**src/rtl/uart_pkg.sv**
```systemverilog
// Shared types and constants for the uart_txrx UART: Rx state encoding, frame sizing,
// synchronizer depth and the parity helper used by both directions.
package uart_pkg;

  localparam int UART_DATA_WIDTH            = 8;
  localparam int NUMBER_OF_BITS             = UART_DATA_WIDTH + 3;
  localparam int NUMBER_OF_RX_SYNCHRONIZERS = 3;

  // Data states are consecutive so the receiver can step through them arithmetically.
  typedef enum logic [3:0] {
    RX_IDLE       = 4'd0,
    RX_START_BIT  = 4'd1,
    RX_DATA_BIT_0 = 4'd2,
    RX_DATA_BIT_1 = 4'd3,
    RX_DATA_BIT_2 = 4'd4,
    RX_DATA_BIT_3 = 4'd5,
    RX_DATA_BIT_4 = 4'd6,
    RX_DATA_BIT_5 = 4'd7,
    RX_DATA_BIT_6 = 4'd8,
    RX_DATA_BIT_7 = 4'd9,
    RX_PARITY_BIT = 4'd10,
    RX_STOP_BIT   = 4'd11
  } rx_state_e;

  typedef enum logic [1:0] {
    TX_IDLE = 2'd0,
    TX_WAIT = 2'd1,
    TX_SEND = 2'd2
  } tx_state_e;

  // Zero-extension of the data does not change the XOR reduction.
  function automatic logic parity_bit(input logic [31:0] data, input logic odd);
    return (^data) ^ odd;
  endfunction

endpackage

```
**src/rtl/uart_if.sv**
```systemverilog
// Host-side byte interface of uart_txrx; master = host, slave = UART.
// enable is a one-cycle request taken only while o_busy is low (no back-pressure beyond that);
// data_is_valid and rx_error are one-cycle strobes that the host must catch when they occur.
interface uart_if #(parameter int W = 8);
  logic         enable;
  logic [W-1:0] i_data;
  logic         o_busy;
  logic [W-1:0] received_data;
  logic         data_is_valid;
  logic         rx_error;

  modport master (
    output enable, i_data,
    input  o_busy, received_data, data_is_valid, rx_error
  );

  modport slave (
    input  enable, i_data,
    output o_busy, received_data, data_is_valid, rx_error
  );
endinterface

```
**src/rtl/uart_sync3.sv**
```systemverilog
// Multi-flop synchronizer for the asynchronous Rx line; resets to the idle (high) level.
module uart_sync3
  import uart_pkg::*;
(
  input  logic clk,
  input  logic reset,
  input  logic d,
  output logic q
);

  localparam int N = NUMBER_OF_RX_SYNCHRONIZERS;

  logic [N-1:0] sync_q, sync_d;

  always_comb begin
    sync_d = {sync_q[N-2:0], d};
  end

  always_ff @(posedge clk or posedge reset) begin
    if (reset) sync_q <= '1;
    else       sync_q <= sync_d;
  end

  assign q = sync_q[N-1];

endmodule

```
**src/rtl/uart_txrx.sv**
```systemverilog
// Full-duplex UART: shared baud counter, PISO transmitter and mid-bit sampling receiver.
// Define UART_DEBUG_PORTS_EN to export the Rx state, baud tick and Tx shift register.
module uart_txrx
  import uart_pkg::*;
#(
  parameter int INPUT_DATA_WIDTH = 8,
  parameter int PARITY_ENABLED   = 1,
  parameter int PARITY_TYPE      = 0,
  parameter int CLOCKS_PER_BIT   = 8
) (
  input  logic   clk,
  input  logic   reset,
  uart_if.slave  host,
  output logic   serial_out,
  input  logic   serial_in
`ifdef UART_DEBUG_PORTS_EN
  ,
  output logic [3:0] state,
  output logic       baud_clk,
  output logic [INPUT_DATA_WIDTH+PARITY_ENABLED+1:0] shift_reg
`endif
);

  localparam int W          = INPUT_DATA_WIDTH;
  localparam int FRAME_BITS = W + PARITY_ENABLED + 2;
  localparam int BW         = (CLOCKS_PER_BIT > 1) ? $clog2(CLOCKS_PER_BIT) : 1;
  localparam int TBW        = $clog2(FRAME_BITS);
  localparam logic [BW-1:0]  BAUD_MAX  = BW'(CLOCKS_PER_BIT - 1);
  localparam logic [BW-1:0]  HALF_BIT  = BW'(CLOCKS_PER_BIT / 2 - 1);
  localparam logic [TBW-1:0] TX_LAST   = TBW'(FRAME_BITS - 1);
  localparam logic [3:0]     LAST_DATA = 4'(RX_DATA_BIT_0 + W - 1);
  localparam logic           ODD       = (PARITY_TYPE != 0);

  // ---------------- baud generator ----------------
  logic [BW-1:0] baud_cnt_q, baud_cnt_d;
  logic          baud_tick;

  always_comb begin
    baud_tick  = (baud_cnt_q == BAUD_MAX);
    baud_cnt_d = baud_tick ? '0 : baud_cnt_q + 1'b1;
  end

  // ---------------- transmitter ----------------
  tx_state_e             tx_state_q, tx_state_d;
  logic [W-1:0]          tx_data_q, tx_data_d;
  logic [FRAME_BITS-1:0] tx_shift_q, tx_shift_d;
  logic [TBW-1:0]        tx_bit_q, tx_bit_d;
  logic [FRAME_BITS-1:0] tx_frame;

  // Frame bit 0 leaves the line first: start, data LSB-first, optional parity, stop.
  always_comb begin
    tx_frame      = '1;
    tx_frame[0]   = 1'b0;
    tx_frame[W:1] = tx_data_q;
    if (PARITY_ENABLED != 0) tx_frame[W+1] = parity_bit(32'(tx_data_q), ODD);
  end

  always_comb begin
    tx_state_d = tx_state_q;
    tx_data_d  = tx_data_q;
    tx_shift_d = tx_shift_q;
    tx_bit_d   = tx_bit_q;
    case (tx_state_q)
      TX_IDLE: begin
        if (host.enable) begin
          tx_data_d  = host.i_data;
          tx_state_d = TX_WAIT;
        end
      end
      TX_WAIT: begin
        if (baud_tick) begin
          tx_shift_d = tx_frame;
          tx_bit_d   = '0;
          tx_state_d = TX_SEND;
        end
      end
      TX_SEND: begin
        if (baud_tick) begin
          if (tx_bit_q == TX_LAST) begin
            tx_shift_d = '1;
            tx_state_d = TX_IDLE;
          end else begin
            tx_shift_d = {1'b1, tx_shift_q[FRAME_BITS-1:1]};
            tx_bit_d   = tx_bit_q + 1'b1;
          end
        end
      end
      default: tx_state_d = TX_IDLE;
    endcase
  end

  assign serial_out  = tx_shift_q[0];
  assign host.o_busy = (tx_state_q != TX_IDLE);

  // ---------------- receiver ----------------
  logic          rx_s;
  rx_state_e     rx_state_q, rx_state_d;
  logic [BW-1:0] rx_cnt_q, rx_cnt_d;
  logic [W-1:0]  rx_shift_q, rx_shift_d;
  logic          rx_par_q, rx_par_d;
  logic [W-1:0]  rx_data_q, rx_data_d;
  logic          rx_valid_q, rx_valid_d;
  logic          rx_err_q, rx_err_d;
  logic          rx_sample;
  logic          rx_par_ok;

  uart_sync3 u_sync (
    .clk   (clk),
    .reset (reset),
    .d     (serial_in),
    .q     (rx_s)
  );

  always_comb begin
    rx_state_d = rx_state_q;
    rx_cnt_d   = rx_cnt_q;
    rx_shift_d = rx_shift_q;
    rx_par_d   = rx_par_q;
    rx_data_d  = rx_data_q;
    rx_valid_d = 1'b0;
    rx_err_d   = 1'b0;
    rx_sample  = (rx_cnt_q == BAUD_MAX);
    rx_par_ok  = (PARITY_ENABLED == 0) || (rx_par_q == parity_bit(32'(rx_shift_q), ODD));
    case (rx_state_q)
      RX_IDLE: begin
        if (!rx_s) begin
          rx_state_d = RX_START_BIT;
          rx_cnt_d   = '0;
        end
      end
      RX_START_BIT: begin
        // A start bit that is gone by mid-bit was a glitch.
        if (rx_cnt_q == HALF_BIT) begin
          rx_cnt_d   = '0;
          rx_state_d = rx_s ? RX_IDLE : RX_DATA_BIT_0;
        end else begin
          rx_cnt_d = rx_cnt_q + 1'b1;
        end
      end
      RX_PARITY_BIT: begin
        if (rx_sample) begin
          rx_cnt_d   = '0;
          rx_par_d   = rx_s;
          rx_state_d = RX_STOP_BIT;
        end else begin
          rx_cnt_d = rx_cnt_q + 1'b1;
        end
      end
      RX_STOP_BIT: begin
        if (rx_sample) begin
          rx_cnt_d   = '0;
          rx_state_d = RX_IDLE;
          if (rx_s && rx_par_ok) begin
            rx_data_d  = rx_shift_q;
            rx_valid_d = 1'b1;
          end else begin
            rx_err_d = 1'b1;
          end
        end else begin
          rx_cnt_d = rx_cnt_q + 1'b1;
        end
      end
      default: begin
        if (rx_state_q >= RX_DATA_BIT_0 && rx_state_q <= LAST_DATA) begin
          if (rx_sample) begin
            rx_cnt_d   = '0;
            rx_shift_d = {rx_s, rx_shift_q[W-1:1]};
            if (rx_state_q == LAST_DATA)
              rx_state_d = (PARITY_ENABLED != 0) ? RX_PARITY_BIT : RX_STOP_BIT;
            else
              rx_state_d = rx_state_e'(rx_state_q + 4'd1);
          end else begin
            rx_cnt_d = rx_cnt_q + 1'b1;
          end
        end else begin
          rx_state_d = RX_IDLE;
        end
      end
    endcase
  end

  assign host.received_data = rx_data_q;
  assign host.data_is_valid = rx_valid_q;
  assign host.rx_error      = rx_err_q;

  // ---------------- state registers ----------------
  always_ff @(posedge clk or posedge reset) begin
    if (reset) begin
      baud_cnt_q <= '0;
      tx_state_q <= TX_IDLE;
      tx_data_q  <= '0;
      tx_shift_q <= '1;
      tx_bit_q   <= '0;
      rx_state_q <= RX_IDLE;
      rx_cnt_q   <= '0;
      rx_shift_q <= '0;
      rx_par_q   <= 1'b0;
      rx_data_q  <= '0;
      rx_valid_q <= 1'b0;
      rx_err_q   <= 1'b0;
    end else begin
      baud_cnt_q <= baud_cnt_d;
      tx_state_q <= tx_state_d;
      tx_data_q  <= tx_data_d;
      tx_shift_q <= tx_shift_d;
      tx_bit_q   <= tx_bit_d;
      rx_state_q <= rx_state_d;
      rx_cnt_q   <= rx_cnt_d;
      rx_shift_q <= rx_shift_d;
      rx_par_q   <= rx_par_d;
      rx_data_q  <= rx_data_d;
      rx_valid_q <= rx_valid_d;
      rx_err_q   <= rx_err_d;
    end
  end

`ifdef UART_DEBUG_PORTS_EN
  assign state     = rx_state_q;
  assign baud_clk  = baud_tick;
  assign shift_reg = tx_shift_q;
`endif

endmodule

```
**src/flat_wrapper.sv**
```systemverilog
// flat-port wrapper written by rule: the top's interface ports become plain ports
module uart_txrx_flat import uart_pkg::*;
#(
  parameter int INPUT_DATA_WIDTH = 8,
  parameter int PARITY_ENABLED   = 1,
  parameter int PARITY_TYPE      = 0,
  parameter int CLOCKS_PER_BIT   = 8
)
  (clk, reset, serial_out, serial_in, host_enable, host_i_data, host_o_busy, host_received_data, host_data_is_valid, host_rx_error);
  uart_if #(.W((8))) host_i ();
  input  logic clk;
  input  logic reset;
  output logic serial_out;
  input  logic serial_in;
  input wire logic [$bits(host_i.enable)-1:0] host_enable;
  input wire logic [$bits(host_i.i_data)-1:0] host_i_data;
  output wire logic [$bits(host_i.o_busy)-1:0] host_o_busy;
  output wire logic [$bits(host_i.received_data)-1:0] host_received_data;
  output wire logic [$bits(host_i.data_is_valid)-1:0] host_data_is_valid;
  output wire logic [$bits(host_i.rx_error)-1:0] host_rx_error;
  assign host_i.enable = host_enable;
  assign host_i.i_data = host_i_data;
  assign host_o_busy = host_i.o_busy;
  assign host_received_data = host_i.received_data;
  assign host_data_is_valid = host_i.data_is_valid;
  assign host_rx_error = host_i.rx_error;
  uart_txrx #(.INPUT_DATA_WIDTH(INPUT_DATA_WIDTH), .PARITY_ENABLED(PARITY_ENABLED), .PARITY_TYPE(PARITY_TYPE), .CLOCKS_PER_BIT(CLOCKS_PER_BIT)) u_core (.clk(clk), .reset(reset), .host(host_i), .serial_out(serial_out), .serial_in(serial_in));
endmodule
```
**config.mk**
```make
export PLATFORM = sky130hd
export DESIGN_NAME = uart_txrx_flat
export DESIGN_NICKNAME = d
export VERILOG_FILES = /design/src/rtl/uart_pkg.sv /design/src/rtl/uart_if.sv /design/src/rtl/uart_sync3.sv /design/src/rtl/uart_txrx.sv /design/src/flat_wrapper.sv
export SDC_FILE = /design/constraint.sdc
export NUM_CORES = 1
export LEC_CHECK = 0
export ABC_AREA = 0
export ABC_CLOCK_PERIOD_IN_PS = 2100
export BUFFER_PORTS_ARGS = -buffer_cell sky130_fd_sc_hd__buf_2
export CORE_MARGIN = 1
export CORE_UTILIZATION = 26
export CTS_CLUSTER_SIZE = 8
export DETAILED_ROUTE_END_ITERATION = 12
export GPL_TIMING_DRIVEN = 0
export MAX_ROUTING_LAYER = met4
export SLEW_MARGIN = 20
export SYNTH_ARGS = -nofsm -noshare
export SYNTH_HDL_FRONTEND = slang
export SYNTH_SLANG_ARGS = --single-unit
```
**constraint.sdc**
```tcl
create_clock -name clk -period 2.1 [get_ports clk]
set_clock_uncertainty 0.15 [all_clocks]
set_input_delay 0.42 -clock clk [delete_from_list [all_inputs] [get_ports clk]]
set_output_delay 0.42 -clock clk [all_outputs]
set_load 0.01 [all_outputs]
```
Yosys cells after proc, flatten, opt, wreduce, memory -nomap -nowiden
Cells that the tools add are included.
- add/subtract/negate cells: 4
- magnitude comparators: 2
- equality and inequality tests: 21
- muxes and demuxes: 34
- bitwise gates (word level): 1
- reduce and logical (&&, ||, !) cells: 20
- operators by type and width (cell ; count):
    32-bit parity ; 2
    4-bit two-way mux ; 10
    11-bit two-way mux ; 2
    11-bit one-hot mux with 2 select lines ; 1
    4-bit == test (second input constant) ; 4
    4-bit one-hot mux with 4 select lines ; 1
    3-bit two-way mux ; 5
    2-bit by 1-bit inequality test with 1-bit output (second input constant) ; 6
    10-bit two-way mux ; 1
    2-bit two-way mux ; 5
    3-bit one-hot mux with 3 select lines ; 1
    3-bit AND reduction ; 3
    4-bit by 1-bit adder with 4-bit output (second input constant) ; 2
    4-bit one-hot mux with 2 select lines ; 1
    4-bit AND reduction ; 2
    3-bit by 1-bit adder with 3-bit output (second input constant) ; 2
    3-bit == test (second input constant) ; 2
    1-bit two-way mux ; 6
    2-bit inequality test (second input constant) ; 3
    2-bit one-hot mux with 3 select lines ; 1
    2-bit AND reduction ; 3
    5-bit AND reduction ; 1
    4-bit by 1-bit == test with 1-bit output (second input constant) ; 1
    4-bit by 2-bit >= comparator with 1-bit output (second input constant) ; 1
    14 further kinds ; 16
- register bits after elaboration: 57
- bits of input ports: 12
- output and inout port bits: 12
- logic and storage cells: 95

Logic depth before layout (Yosys ltp)
Gate-level depths: netlist of run 1.
- depth after elaboration: 6
- depth in mapped cells: 8
- depth with buffers taken out: 7

By module
A second synthesis of run 1 with hierarchy kept.
- cells, all modules: 260
- area, all modules: 2813.9 um^2
- modules (own cells, without submodules) (module ; times used ; cells each ; area each (um^2) ; sequential area each (um^2)):
    uart_txrx ; 1 ; 256 ; 2731.4 ; 1338.8
    uart_sync3 ; 1 ; 4 ; 82.6 ; 78.8

Least setup slack after synthesis of run 1
OpenSTA, ideal clock, no wires.
- path kind: reg-to-reg
- from: register u_core.rx_state_q[0]
- to: register u_core.rx_shift_q[0]
- library setup time: 125 ps
- arrival time: 1943 ps
- data required time: 1825 ps
- slack: -117 ps
- cell stages (with the launch flop): 8
- buffers on the path: 0
- clock period less this slack: 2217 ps
- path through: dfrtp_1 > inv_1 > ha_1 > nor4_1 > a21o_1 > nor2_1 > nand2_1 > mux2_2
- cells in the longest elaborated chain, start to end: 4
- elaborated cells on any way between the ends: 10
- classes of those cells: 2 x order compare; 3 x eq/ne; 1 x bitwise; 4 x reduce/logical
- RTL lines (item ; RTL line ; source):
    start, declared ; uart_txrx.sv:97 ; rx_state_e rx_state_q, rx_state_d;
    start signal, assigned ; uart_txrx.sv:207 ; rx_state_q <= rx_state_d;
    branches (longest 3 deep; another with 4-bit by 2-bit >= comparator with 1-bit output) ; n/a ;
    3-bit AND reduction (no source line) * ; n/a ;
    end signal, assigned ; uart_txrx.sv:209 ; rx_shift_q <= rx_shift_d;
    end, declared ; uart_txrx.sv:99 ; logic [W-1:0] rx_shift_q, rx_shift_d;
Every way passes the cells marked *.
A chain may end at the register's enable or synchronous reset.

Final worst setup path of run 1
- from: register u_core.rx_shift_q[3]
- to: register u_core.rx_data_q[1] (netlist: u_core.host.received_data[1])
- cells in the longest elaborated chain, start to end: 4
- RTL lines (item ; RTL line ; source):
    32-bit parity ; uart_pkg.sv:33 ; return (^data) ^ odd;
    1-bit == test ; uart_txrx.sv:123 ; rx_par_ok = (PARITY_ENABLED == 0) || (rx_par_q == parity_bit(32'(rx_shift_q), ODD));
    1-bit logical AND ; uart_txrx.sv:153 ; if (rx_s && rx_par_ok) begin
    3-bit AND reduction (no source line) ; n/a ;
    end signal, assigned ; uart_txrx.sv:211 ; rx_data_q <= rx_data_d;
    end, declared ; uart_txrx.sv:101 ; logic [W-1:0] rx_data_q, rx_data_d;
Every way passes these cells.

==> results.json, run 1 <==
{
  "firstDrtPassIters": 4,
  "intPower_mw": 2.78,
  "core_area_sq_um": 10400,
  "die_w_um": 106,
  "final-hold-violation-count": 0,
  "vias": 1975,
  "pwr-share-clk_pct": 13.1,
  "num_rows": 37,
  "setup_ws_ns": 0.0305,
  "clock_path_buffers": 2,
  "ios": 24,
  "path_clk_slew_ns": 0.10,
  "drive_gt1_share_pct": 36.9,
  "critPathBufInv": 1,
  "stdcell_area_sq_um": 3490,
  "die_h_um": 106,
  "p_seq_share_pct": 36.6,
  "reg2regPathDepth": 6,
  "leakage_nw": 1.60,
  "crit_type": "reg2reg",
  "antenna_found_initial": 0,
  "netlist.area_leader.share_pct": 38.3,
  "slew_headroom_pct": 55.5,
  "finalSetupViolCount": 0,
  "yosysSeqAreaShare_pct": 50.5,
  "dp_cells": 420,
  "mostFrequentLayoutCells": "dfrtp_1 (41), o21ai_0 (28), nand2_1 (27), mux2_2 (26), buf_2 (24)",
  "holdBufCountCts": 0,
  "synthArstFlopShare_pct": 100,
  "final_cell_count_no_fill": 442,
  "postPlaceCellArea_sq_um": 3110,
  "via_per_inst": 4.47,
  "gp_congestion": 0.865,
  "wl_um": 5250,
  "first_global_vias": 1970,
  "period_share_pct": 98.5,
  "rsz0062_at_grt": "yes",
  "required_ns": 2.15,
  "cp_top_family": "XOR/XNOR gates",
  "root_buffer": "clkbuf_8",
  "ir_worst_vdd_mv": 0.787,
  "worst_pin_slew_ns": 0.667,
  "crit_path_end_kind": "register",
  "antennaDiodeCount": 0,
  "netlist_area_sq_um": 2810,
  "cap_violations": 0,
  "drt-wirelength-per-cell_um": 11.9,
  "cp.depth": 6,
  "cpPeakStageDelay_ns": 0.45,
  "yosys_warnings": 0,
  "grt_pass1_wl_um": 8960,
  "powerDensity_nw_per_um2": 1300,
  "power_switching_mw": 1.74,
  "syn-num-nets": 290,
  "crit_fanout": 9,
  "post-route-min-period_ns": 2.07,
  "clkLatencyLatePin_ns": 0.31,
  "grt_use_total_pct": 9.91,
  "antenna_left": 0,
  "drt_iter0_drc": 56,
  "worst_ep_arrival_time_ns": 2.12,
  "post-place-ws_ns": -0.322,
  "layout_commonest_cell": "dfrtp_1",
  "ys_top_cells_by_area": "dfrtp_1 (38%), dfstp_2 (12%), mux2_2 (10%), ha_1 (7.6%), o21ai_0 (5.0%)",
  "yosysTopAreaCell": "dfrtp_1",
  "p_comb_share_pct": 50.3,
  "grt_max_degree": 57,
  "cts-htree-levels": 2,
  "synth_ff_type": "dfrtp_1",
  "start_util_pct": 27.0,
  "die_area_sq_um": 11200,
  "sw_frac_of_total_pct": 38.5,
  "avgSynthCellArea_sq_um": 10.8,
  "totalPowerFinal_mw": 4.52,
  "start_kind": "register",
  "port_buffers": 23,
  "grt-ovfl-total": 0,
  "clock_sinks": 56,
  "cts_tree": "built",
  "nets": 334,
  "yosys_register_bits": 56,
  "synthCells": 261,
  "critical_path.cell_chain": "xnor2_1 > xnor3_1 > xnor2_2 > nor3_4 > buf_12 > mux2_2",
  "hp-class": "in2async",
  "maxSlewViolCount": 0,
  "critical-path-slowest-cell": "xnor3_1",
  "cts_made_buffers": 5,
  "fmax_mhz": 483,
  "outcome": "finished, final reports clean",
  "area_growth_pct": 24.3,
  "drc": 0,
  "dp_hpwl_um": 3390,
  "synth_cell_types": 37,
  "synth_edf_count": 0
}
power by group through the flow:
stage / sequential, mW / combinational [mW] / clock [mW]
6_report: 1.66 / 2.27 / 0.593
4_1_cts: 1.64 / 1.99 / 0.619
3_3_place_gp: 1.65 / 1.75 / 0
5_1_grt: 1.70 / 2.58 / 0.667
3_5_place_dp: 1.67 / 1.79 / 0
2_1_floorplan: 1.61 / 1.47 / 0
flip-flops by register name (all words and copies together) (netlist names):
name and flops:
u_core.rx_cnt_q 3, u_core.host.rx_error 1, u_core.rx_par_q 1, u_core.u_sync.sync_q 3
u_core.rx_state_q 4, u_core.baud_cnt_q 3, u_core.host.received_data 8, u_core.tx_shift_q 10
u_core.tx_data_q 8, u_core.rx_shift_q 8, u_core.tx_state_q 2, u_core.tx_bit_q 4
u_core.host.data_is_valid 1
cells in the mapped netlist, types with 2 or more instances:
| cell | number |
|---|---|
| mux2i_1 | 4 |
| o22ai_1 | 3 |
| a21o_1 | 3 |
| nand4b_1 | 3 |
| nor2_1 | 24 |
| nand2_1 | 28 |
| o21ai_0 | 28 |
| clkbuf_1 | 7 |
| nand3_1 | 2 |
| dfrtp_1 | 43 |
| mux2_2 | 26 |
| inv_1 | 12 |
| xor2_1 | 2 |
| ha_1 | 17 |
| xnor2_1 | 11 |
| a311oi_1 | 2 |
| a21oi_1 | 10 |
| nor3_1 | 3 |
| dfstp_2 | 13 |
| nor2b_1 | 3 |
cell families (layout without fill, tap and decap cells):
group                      count (synthesis)  in the layout  synth area share [%]
xor gates and xnor gates                  14             14                  4.86
and+or+nand+nor                           69             69                  11.3
AOI/OAI and AO/OA                         54             54                  11.1
buffers and inverters                     21             66                  2.85
muxes                                     30             30                  11.9
adders and majority gates                 17             17                  7.58
DFF                                       56             56                  50.5
path summary, 6_finish.rpt:
check	slack, ns	end	from
setup / recovery	0.03	u_core.host.received_data[1]$_DFFE_PP0P_	u_core.rx_shift_q[3]$_DFFE_PP0P_
min in group clk	0.06	u_core.u_sync.sync_q[0]$_DFF_PP1_	serial_in
hold reg to reg	0.21	u_core.u_sync.sync_q[2]$_DFF_PP1_	u_core.u_sync.sync_q[1]$_DFF_PP1_
max in group asynchronous	1.27	u_core.rx_shift_q[6]$_DFFE_PP0P_	reset
hold / removal	0.06	u_core.host.received_data[2]$_DFFE_PP0P_	reset
setup reg to reg	0.03	u_core.host.received_data[1]$_DFFE_PP0P_	u_core.rx_shift_q[3]$_DFFE_PP0P_
layer usage:
layer,up-vias,wire length (um),GRT usage (%)
met5,-,0,-
met4,0,96,2.88
met3,13,143,2.21
met2,32,2610,16.5
met1,952,2400,12.0
li1,978,-,-
metrics by stage:
| step | TNS (ns) | utilization (%) | hold WS [ns] |
|---|---|---|---|
| 2_1_floorplan | 0 | - | 0.195 |
| 3_3_place_gp | -29.33 | 29.8 | 0.196 |
| 3_5_place_dp | -4.72 | 29.8 | 0.197 |
| 4_1_cts | -0.00464 | 31.9 | 0.0507 |
| 5_1_grt | -0.741 | 33.5 | 0.0375 |
| 6_report | 0 | 33.5 | 0.0598 |
cell type report:
cell class,count,area (sq um)
clock buffers,5,68.8
multi-input cells,184,1470
well taps,136,170
flip-flops and latches,56,1420
inverters,12,50.0
clock inverters,3,23.8
repair buffers,38,251
plain buffers,8,35.0
fillers,1042,6930
timing repair:
item | CTS | global route
pin swaps | 3 | 9
endpoints found under the setup margin | 33 | 36
setup buffers | 9 | 7
resized for setup | 12 | 25
No activity file was read; power rests on OpenSTA's default activity.
==> inputs of run 2 (changes only) <==
Settings changed: ABC_CLOCK_PERIOD_IN_PS 2100 to 2110.
Clock period 2.1 ns to 2.11 ns, I/O delays scaled along.
==> run 2 against run 1 <==
Against the previous run:
- hold slack barely moved
- die area did not move
- wire length barely moved
- global-route usage did not move
- critical path depth rose by 1
- register-to-register slack barely moved
- final area fell by 0.50%
- largest power group unchanged
==> results.json, run 2 (synthesized netlist as in run 1, its figures left out) <==
{
  "outcome": "finished, final reports clean",
  "cpPeakStageDelay_ns": 0.50,
  "nets": 334,
  "start_util_pct": 27.0,
  "firstDrtPassIters": 4,
  "die_area_sq_um": 11200,
  "final-hold-violation-count": 0,
  "clkLatencyLatePin_ns": 0.31,
  "crit_type": "reg2reg",
  "required_ns": 2.16,
  "maxSlewViolCount": 0,
  "critPathBufInv": 1,
  "cp_top_family": "compound AO/OA/AOI/OAI gates",
  "n_fill_cell": 1042,
  "cts_tree": "built",
  "stdcell_area_sq_um": 3470,
  "port_buffers": 23,
  "leakage_nw": 1.60,
  "vias": 1987,
  "ff2ff_setup_slack_ns": 0.02,
  "ios": 24,
  "die_h_um": 106,
  "gp_congestion": 0.865,
  "worst_ep_arrival_time_ns": 2.14,
  "core_area_sq_um": 10400,
  "powerDensity_nw_per_um2": 1290,
  "antenna_left": 0,
  "dp_hpwl_um": 3390,
  "root_buffer": "clkbuf_8",
  "cap_violations": 0,
  "cts-htree-levels": 2,
  "hp-class": "in2reg",
  "num_rows": 37,
  "min_to": "u_core.u_sync.sync_q[0]$_DFF_PP1_",
  "reg2regPathDepth": 7,
  "crit_start": "u_core.rx_state_q[1]$_DFFE_PP0P_",
  "fmax_mhz": 478,
  "start_kind": "register",
  "antennaDiodeCount": 0,
  "worstHoldStart": "serial_in",
  "crit_path_end_kind": "register",
  "clock_path_buffers": 2,
  "first_global_vias": 1969,
  "die_w_um": 106,
  "cts_made_buffers": 5,
  "postPlaceCellArea_sq_um": 3110,
  "worstReg2RegStart": "u_core.rx_state_q[1]$_DFFE_PP0P_",
  "drt_iter0_drc": 54,
  "multi_input_area_sq_um": 1460,
  "finalSetupViolCount": 0,
  "worst_pin_slew_ns": 0.670,
  "largest_register_ffs": 10,
  "slew_headroom_pct": 55.3,
  "drive_gt1_share_pct": 36.6,
  "drc": 0,
  "grt_pass1_wl_um": 8960,
  "ir_worst_vdd_mv": 0.785,
  "wl_um": 5240,
  "critical-path-slowest-cell": "dfrtp_2",
  "clock_sinks": 56,
  "grt_max_degree": 57,
  "drt-wirelength-per-cell_um": 11.9,
  "via_per_inst": 4.50,
  "area_growth_pct": 23.7,
  "layout_commonest_cell": "dfrtp_1",
  "crit_fanout": 6,
  "holdBufCountCts": 0,
  "period_share_pct": 99.2,
  "regMostFlops": "u_core.tx_shift_q",
  "critical_path.cell_chain": "inv_4 > ha_4 > or2_2 > a21o_1 > o2111ai_1 > nor2_1 > a211o_1",
  "post-route-min-period_ns": 2.09,
  "seq_area_sq_um": 1420,
  "grt_use_total_pct": 9.91,
  "mostFrequentLayoutCells": "dfrtp_1 (41), o21ai_0 (28), nand2_1 (27), mux2_2 (26), buf_2 (24)",
  "totalPowerFinal_mw": 4.46,
  "path_clk_slew_ns": 0.11,
  "r2r_end": "u_core.rx_state_q[3]$_DFFE_PP0P_",
  "hold_depth": 1,
  "antenna_found_initial": 0,
  "rsz0062_at_grt": "yes",
  "grt-ovfl-total": 0
}
[run 2: cell count changes in the layout (fill, tap and decap cells not counted)]
| cell | previous run | this run |
|---|---|---|
| or2_4 | 1 | 0 |
| or2_2 | 0 | 1 |
| buf_4 | 11 | 13 |
| buf_6 | 3 | 1 |
| a21o_4 | 1 | 0 |
| a21o_1 | 2 | 3 |
[run 2: layer usage]
layer / global-route usage [%] / wire (um)
met1: 12.0 / 2410
met2: 16.5 / 2580
met3: 2.21 / 162
met4: 2.88 / 96
met5: - / 0
[run 2: how the worst max path moves through the flow]
stage / to / slack, ns / cells past startpoint
2_1_floorplan: u_core.rx_shift_q[0]$_DFFE_PP0P_ / 0.02 / 7
3_3_place_gp: u_core.tx_data_q[6]$_DFFE_PP0P_ / -0.55 / 2
3_5_place_dp: u_core.rx_shift_q[1]$_DFFE_PP0P_ / -0.31 / 7
4_1_cts: u_core.host.received_data[2]$_DFFE_PP0P_ / 0.008 / 6
5_1_grt: u_core.host.received_data[7]$_DFFE_PP0P_ / -0.09 / 6
6_report: u_core.rx_state_q[3]$_DFFE_PP0P_ / 0.02 / 7
[run 2: timing repair]
item | CTS | global route
pin swaps | 3 | 9
buffers inserted | 9 | 7
resized for setup | 12 | 21
cloned | 0 | 0
endpoints found under the hold margin | 0 | 0
endpoints found under the setup margin | 32 | 36
[run 2: worst register-to-register path: stages, from the launching register on]
cell and delay, ns:
dfrtp_2 0.50, inv_4 0.08, ha_4 0.20, or2_2 0.31, a21o_1 0.21, o2111ai_1 0.22
nor2_1 0.07, a211o_1 0.25
[run 2: report_power, final]
group	switching [mW]	internal [mW]
logic	1.15	1.08
registers	0.220	1.42
clock network	0.357	0.236
[run 2: cell type report]
class                           instances  area share [%]
Clock inverter                          3           0.684
Clock buffer                            5            1.98
Buffer                                  8            1.01
Inverter                               12            1.44
Multi-Input combinational cell        184            42.1
Sequential cell                        56            40.9
Timing Repair Buffer                   38            7.02
Tap cell                              136            4.90
[run 2: metrics by stage]
stage	util, %	std cells	TNS, ns	hold slack (ns)	setup WS [ns]
after floorplan	-	261	0	0.195	0.0211
after global placement	29.8	420	-28.56	0.196	-0.554
after detailed placement	29.8	420	-4.40	0.197	-0.312
after CTS	31.9	437	0	0.0527	0.00763
after global routing	33.3	442	-0.693	0.0395	-0.0852
final	33.3	442	0	0.0600	0.0168
